==> config.mk <==
export PLATFORM = sky130hd
export DESIGN_NAME = if_fetch_flat
export DESIGN_NICKNAME = d
export VERILOG_FILES = /design/src/rtl/if_fetch_if.sv /design/src/rtl/if_fetch.sv /design/src/flat_wrapper.sv
export SDC_FILE = /design/constraint.sdc
export NUM_CORES = 1
export LEC_CHECK = 0
export ABC_AREA = 1
export ABC_CLOCK_PERIOD_IN_PS = 1600
export BUFFER_PORTS_ARGS = -buffer_cell sky130_fd_sc_hd__buf_2
export CELL_PAD_IN_SITES_DETAIL_PLACEMENT = 0
export CELL_PAD_IN_SITES_GLOBAL_PLACEMENT = 2
export CORE_MARGIN = 2
export CORE_UTILIZATION = 24
export CTS_CLUSTER_SIZE = 20
export DETAILED_ROUTE_END_ITERATION = 6
export PLACE_DENSITY = 0.79
export SYNTH_ARGS = -nofsm -noshare
export SYNTH_HDL_FRONTEND = slang
export SYNTH_SLANG_ARGS = --single-unit
==> constraint.sdc <==
create_clock -name clock -period 1.6 [get_ports clock]
set_clock_uncertainty 0.05 [all_clocks]
set_input_delay 0.16 -clock clock [delete_from_list [all_inputs] [get_ports clock]]
set_output_delay 0.16 -clock clock [all_outputs]
set_load 0.05 [all_outputs]
==> src/rtl/if_fetch_if.sv <==
// Purpose : fetch-stage signal bundle: redirect inputs, instruction-memory
//           request/response channel and the decode-side instruction channel.
// Modports: master = fetch unit (drives imem request and instruction output),
//           slave  = surrounding environment (redirects, memory, decode).
interface if_fetch_if #(
  parameter int XLEN = 64
);
  // redirect sources
  logic            exc_valid;
  logic [XLEN-1:0] exc_pc;
  logic            ctl_valid;
  logic [XLEN-1:0] ctl_pc;
  // instruction memory request / response
  logic            imem_req_valid;
  logic            imem_req_ready;
  logic [XLEN-1:0] imem_req_addr;
  logic            imem_resp_valid;
  logic [31:0]     imem_resp_data;
  // decode channel
  logic            inst_valid;
  logic            inst_ready;
  logic [XLEN-1:0] inst_pc;
  logic [31:0]     inst;

  modport master (
    input  exc_valid, exc_pc, ctl_valid, ctl_pc,
    output imem_req_valid, imem_req_addr,
    input  imem_req_ready, imem_resp_valid, imem_resp_data,
    output inst_valid, inst_pc, inst,
    input  inst_ready
  );

  modport slave (
    output exc_valid, exc_pc, ctl_valid, ctl_pc,
    input  imem_req_valid, imem_req_addr,
    output imem_req_ready, imem_resp_valid, imem_resp_data,
    input  inst_valid, inst_pc, inst,
    output inst_ready
  );
endinterface

==> src/rtl/if_fetch.sv <==
// Purpose : instruction fetch front end; owns the fetch PC, issues one imem read at a time.
// Latency : request at t, response at t+k, instruction presented to decode at t+k+1.
// Backpressure: no new request while the one-entry output register is full and not being drained.
// Ports   : clock, reset (async active-low); bus (if_fetch_if.master) carries
//           redirects, imem request/response and the {pc, inst} decode channel.
module if_fetch #(
  parameter int              XLEN     = 64,
  parameter logic [XLEN-1:0] RESET_PC = XLEN'(64'h8000_0000)
) (
  input  logic       clock,
  input  logic       reset,
  if_fetch_if.master bus
);

  localparam logic [1:0] S_REQ   = 2'd0;
  localparam logic [1:0] S_WAIT  = 2'd1;
  localparam logic [1:0] S_DRAIN = 2'd2;

  logic [1:0]      r_state;
  logic [XLEN-1:0] r_fetch_pc;
  logic            r_inst_valid;
  logic [XLEN-1:0] r_inst_pc;
  logic [31:0]     r_inst;

  logic            w_redir;
  logic [XLEN-1:0] w_target;
  logic            w_space;
  logic            w_req_vld;
  logic            w_req_fire;
  logic            w_consume;

  // Exception wins over control transfer; targets are forced word aligned.
  assign w_redir  = bus.exc_valid | bus.ctl_valid;
  assign w_target = (bus.exc_valid ? bus.exc_pc : bus.ctl_pc) & ~XLEN'(3);

  assign w_space   = !r_inst_valid | bus.inst_ready;
  // Gated by reset so nothing is requested while reset is held.
  assign w_req_vld = reset & (r_state == S_REQ) & w_space & !w_redir;
  assign w_req_fire = w_req_vld & bus.imem_req_ready;
  assign w_consume  = r_inst_valid & bus.inst_ready;

  assign bus.imem_req_valid = w_req_vld;
  assign bus.imem_req_addr  = r_fetch_pc;
  assign bus.inst_valid     = r_inst_valid;
  assign bus.inst_pc        = r_inst_pc;
  assign bus.inst           = r_inst;

  always_ff @(posedge clock or negedge reset) begin
    if (!reset) begin
      r_state      <= S_REQ;
      r_fetch_pc   <= RESET_PC;
      r_inst_valid <= 1'b0;
      r_inst_pc    <= '0;
      r_inst       <= '0;
    end else if (w_redir) begin
      // Redirect flushes the output register regardless of inst_ready.
      r_fetch_pc   <= w_target;
      r_inst_valid <= 1'b0;
      case (r_state)
        // A response arriving with the redirect is the stale one: drop it
        // and fetch the target next. Otherwise wait for it in DRAIN.
        // In DRAIN the stale response still retires the outstanding read,
        // so leaving DRAIN on it avoids waiting for a response that never comes.
        S_WAIT,
        S_DRAIN: r_state <= bus.imem_resp_valid ? S_REQ : S_DRAIN;
        default: r_state <= S_REQ;
      endcase
    end else begin
      if (w_consume) begin
        r_inst_valid <= 1'b0;
      end
      case (r_state)
        S_REQ: begin
          if (w_req_fire) begin
            r_state <= S_WAIT;
          end
        end
        S_WAIT: begin
          // Output register is known empty here: requests only issue with space.
          if (bus.imem_resp_valid) begin
            r_inst_valid <= 1'b1;
            r_inst_pc    <= r_fetch_pc;
            r_inst       <= bus.imem_resp_data;
            r_fetch_pc   <= r_fetch_pc + XLEN'(4);
            r_state      <= S_REQ;
          end
        end
        S_DRAIN: begin
          if (bus.imem_resp_valid) begin
            r_state <= S_REQ;
          end
        end
        default: r_state <= S_REQ;
      endcase
    end
  end

endmodule

==> src/flat_wrapper.sv <==
// flat-port wrapper written by rule: the top's interface ports become plain ports
module if_fetch_flat 
#(
  parameter int              XLEN     = 64,
  parameter logic [XLEN-1:0] RESET_PC = XLEN'(64'h8000_0000)
)
  (clock, reset, bus_exc_valid, bus_exc_pc, bus_ctl_valid, bus_ctl_pc, bus_imem_req_valid, bus_imem_req_addr, bus_imem_req_ready, bus_imem_resp_valid, bus_imem_resp_data, bus_inst_valid, bus_inst_pc, bus_inst, bus_inst_ready);
  if_fetch_if #(.XLEN(XLEN)) bus_i ();
  input  logic clock;
  input  logic reset;
  input wire logic [$bits(bus_i.exc_valid)-1:0] bus_exc_valid;
  input wire logic [$bits(bus_i.exc_pc)-1:0] bus_exc_pc;
  input wire logic [$bits(bus_i.ctl_valid)-1:0] bus_ctl_valid;
  input wire logic [$bits(bus_i.ctl_pc)-1:0] bus_ctl_pc;
  output wire logic [$bits(bus_i.imem_req_valid)-1:0] bus_imem_req_valid;
  output wire logic [$bits(bus_i.imem_req_addr)-1:0] bus_imem_req_addr;
  input wire logic [$bits(bus_i.imem_req_ready)-1:0] bus_imem_req_ready;
  input wire logic [$bits(bus_i.imem_resp_valid)-1:0] bus_imem_resp_valid;
  input wire logic [$bits(bus_i.imem_resp_data)-1:0] bus_imem_resp_data;
  output wire logic [$bits(bus_i.inst_valid)-1:0] bus_inst_valid;
  output wire logic [$bits(bus_i.inst_pc)-1:0] bus_inst_pc;
  output wire logic [$bits(bus_i.inst)-1:0] bus_inst;
  input wire logic [$bits(bus_i.inst_ready)-1:0] bus_inst_ready;
  assign bus_i.exc_valid = bus_exc_valid;
  assign bus_i.exc_pc = bus_exc_pc;
  assign bus_i.ctl_valid = bus_ctl_valid;
  assign bus_i.ctl_pc = bus_ctl_pc;
  assign bus_imem_req_valid = bus_i.imem_req_valid;
  assign bus_imem_req_addr = bus_i.imem_req_addr;
  assign bus_i.imem_req_ready = bus_imem_req_ready;
  assign bus_i.imem_resp_valid = bus_imem_resp_valid;
  assign bus_i.imem_resp_data = bus_imem_resp_data;
  assign bus_inst_valid = bus_i.inst_valid;
  assign bus_inst_pc = bus_i.inst_pc;
  assign bus_inst = bus_i.inst;
  assign bus_i.inst_ready = bus_inst_ready;
  if_fetch #(.XLEN(XLEN), .RESET_PC(RESET_PC)) u_core (.clock(clock), .reset(reset), .bus(bus_i));
endmodule
==> summary.md <==
| Metric | Value |
|---|---|
| WL final | 47200 um |
| Final hold violations | 0 |
| Leakage | 0.00815 uW |
| Most frequent cell after synthesis | nand2_1 |
| Vias in the first global route | 10400 |
| CTS root buffer | clkbuf_16 |
| Hold Path Cell Cnt | 3 |
| Worst-skew pair later-pin latency | 0.47 ns |
| Mapped cell area | 9210 um^2 |
| Top_reg_cell synth | dfrtp_1 |
| Reg power frac | 31.7% |
| Core Area | 37800 um^2 |
| Routed Antenna Nets | 0 |
| Via/cell ratio | 4.64 |
| Logic pwr share | 44.3% |
| Max-Cap Viols | 0 |
| DIE HEIGHT | 200 um |
| # DRC | 0 |
| Worst slack, placed | -0.239 ns |
| Die area | 40000 um^2 |
| Failing checks | negative setup slack |
| CP max stage delay | 0.39 ns |
| Largest net degree at the start of global routing | 74 |
| CP max FO | 10 |
| RSZ-0062 raised after global routing | true |
| Drt wl/cell | 19.4 um |
| Detailed placer's ending HPWL | 34900 um |
| Switch Pwr | 8420 uW |
| CP startpoint kind | flop |
| Netlist cell types | 39 |
| EDFF count, synth | 0 |
| Critical-path cell list | inv_2 > ha_4 > nand2_4 > nor2_4 > clkinv_8 > buf_12 > clkbuf_16 > nand2_1 > o21ai_0 |
| H-tree levels | 4 |
| Setup CP Type | reg -> reg |
| Proportion of layout cells with a drive suffix above 1 | 49.1% |
| Register area share after synthesis | 43.2% |
| Switch share | 46.4% |
| Post-synth top cells | nand2_1 (465), nor2_1 (178), dfrtp_1 (158) |
| TritonRoute pass-1 iters | 4 |
| Grt ovf | 0 |
| CTS Buffer Depth | 2 |
| Hold crit path type | in -> reg |
| # IOs | 329 |
| Maximum VDD drop | 0.755 mV |
| Slew Viols, Final | 0 |
| Reg2Reg Depth | 9 |
| Fin crit period | 1.79 ns |
| Tcrit/Tclk final | 112% |
| DRT iter0 DRCs | 632 |
| TritonCTS clock tree | yes |
| Ys Warns | 0 |
| Yosys top cell by area | dfrtp_1 |
| # setup viols final | 144 |
| #FFs+latches synth | 159 |
| Setup slack after layout | -0.189 ns |
| Fmax | 559 MHz |
| Global placer's final weighted congestion | 0.897 |
| Avg Inst Size Synth | 6.92 um^2 |
| Clock Power Share | 24.0% |
| Dpl cell area | 12900 um^2 |
| Top cells by area, synth | dfrtp_1 (43%), nand2_1 (19%), nor2_1 (7.3%) |
| Slowest-stage cell, CP | dfrtp_1 |
| Finished Cell Area | 16200 um^2 |
| Final layout net count | 2082 |
| Tot GR Track Use | 22.0% |
| Initial antenna violation count | 2 |
| Global-route wire length before repair | 64500 um |
| Via count | 11300 |
| Yosys top cell area share | 42.9% |
| Run status | finished, violations left |
| Asr flop ratio synth | 100% |
| Critical Path End Type | flop |
| Synthesis-to-layout area growth | 76.1% |
| Count of input and output buffers | 320 |
| Required time of the critical path | 1.88 ns |
| Initial core utilization | 24.4% |
| CTS buffer count | 17 |
| Internal power | 9730 uW |
| Clk sink count | 159 |
| Pwr dens | 1120 nW/um^2 |
| CP Data Arrival Time | 2.07 ns |
| Die Width | 200 um |
| CTS clock-pin slew for the worst setup and hold paths | 0.07 ns |
| Cells after Synth | 1331 |
| # rows | 71 |
==> cells by family (layout without fill, tap and decap cells) <==
| group | after synthesis | count (layout) | synth area share (%) |
|---|---|---|---|
| AND/OR/NAND/NOR | 810 | 810 | 37.2 |
| AO/OA/AOI/OAI | 197 | 197 | 11.8 |
| buffers and inverters | 160 | 751 | 7.17 |
| flip-flops | 159 | 159 | 43.2 |
| XOR/XNOR | 1 | 1 | 0.0951 |
| adder cells (fa/ha/maj) | 3 | 3 | 0.407 |
| other | 1 | 5 | 0.0407 |
==> power groups by stage <==
stage	Sequential, uW	Combinational, uW	Clock, uW
after floorplan	8900	1450	0
after global placement	5640	7220	0
after detailed placement	5660	7250	0
after CTS	5620	7510	4420
after global routing	5870	8520	4590
final	5750	8040	4350
==> timing repair <==
action                                 4_1_cts  5_1_grt
gates cloned                                 0       22
pin swaps                                   37       61
setup endpoints to repair                  151      129
endpoints found under the hold margin      187        0
setup buffers                               11       24
gates resized for setup                    120      320
hold buffers                                57        0
==> state kept, by name (all words and copies together) (netlist names) <==
name,flops
u_core.bus.inst,32
u_core.bus.inst_valid,1
u_core.bus.imem_req_addr,62
u_core.bus.inst_pc,62
u_core.r_state,2
==> metrics by stage <==
step | TNS, ns | util (%) | total power, uW | hold WS [ns] | std cells
final | -13.22 | 43.0 | 18100 | 0.0163 | 2437
after CTS | -2.84 | 38.7 | 17500 | 0.0104 | 2392
after detailed placement | -12.77 | 34.3 | 12900 | -0.0645 | 2293
after global placement | -7.74 | 34.3 | 12900 | -0.0650 | 2293
after floorplan | -2.22 | - | 10300 | -0.186 | 1334
after global routing | -24.43 | 43.0 | 19000 | 0.00793 | 2437
==> final cells by class <==
cell class,instances,area [um^2]
inverters,99,395
well taps,511,639
clock buffers,21,470
flip-flops and latches,159,4040
clock inverters,11,133
multi-input cells,1015,5790
fillers,3897,21500
diodes,1,2.50
repair buffers,620,4760
==> worst paths after layout <==
| kind | startpoint | to | slack, ns |
|---|---|---|---|
| hold / removal | bus_exc_pc[2] | u_core.bus.imem_req_addr[2] | 0.02 |
| min in group asynchronous | reset | u_core.bus.inst_pc[37] | 0.03 |
| max in group asynchronous | reset | u_core.bus.imem_req_addr[3] | 0.61 |
| setup reg to reg | u_core.r_state[1] | u_core.bus.inst_pc[27] | -0.19 |
| hold reg to reg | u_core.bus.inst[9] | u_core.bus.inst[9] | 0.41 |
| setup / recovery | u_core.r_state[1] | u_core.bus.inst_pc[27] | -0.19 |
==> layout by cell type, fill, tap and decap left out, types with 3 or more instances in the layout <==
| cell | n |
|---|---|
| dlygate4sd3_1 | 57 |
| o21ai_1 | 37 |
| o21ai_0 | 41 |
| nor2_2 | 25 |
| clkinvlp_4 | 6 |
| ha_4 | 3 |
| nand3_2 | 13 |
| buf_8 | 10 |
| o211ai_1 | 21 |
| dfrtp_1 | 109 |
| dfrtp_2 | 49 |
| inv_4 | 3 |
| nor3_1 | 3 |
| nand2_2 | 82 |
| o21ai_2 | 33 |
| clkbuf_8 | 3 |
| nand2_1 | 348 |
| buf_6 | 33 |
| o22ai_1 | 5 |
| buf_4 | 171 |
| a21oi_1 | 30 |
| nand4_1 | 14 |
| buf_12 | 18 |
| inv_2 | 8 |
| nand3_1 | 91 |
| conb_1 | 4 |
| inv_1 | 86 |
| a21oi_2 | 21 |
| nor3_2 | 3 |
| nand2_4 | 49 |
| buf_2 | 313 |
| nor2_4 | 53 |
| nor2_1 | 123 |
| clkinv_4 | 3 |
| clkbuf_16 | 33 |
==> critical path, delay by kind of cell, from the launching register on <==
kind	cells	cell delay (ns)
fa+ha+maj	1	0.17
compound gates	1	0.10
flops	1	0.39
simple gates	3	0.35
buf+inv	4	0.58
==> layer usage <==
layer / global-route usage, % / wire, um
met1: 31.1 / 22000
met2: 34.4 / 21700
met3: 3.90 / 2630
met4: 6.20 / 859
met5: 0 / 13
No activity file was read; power rests on OpenSTA's default activity.
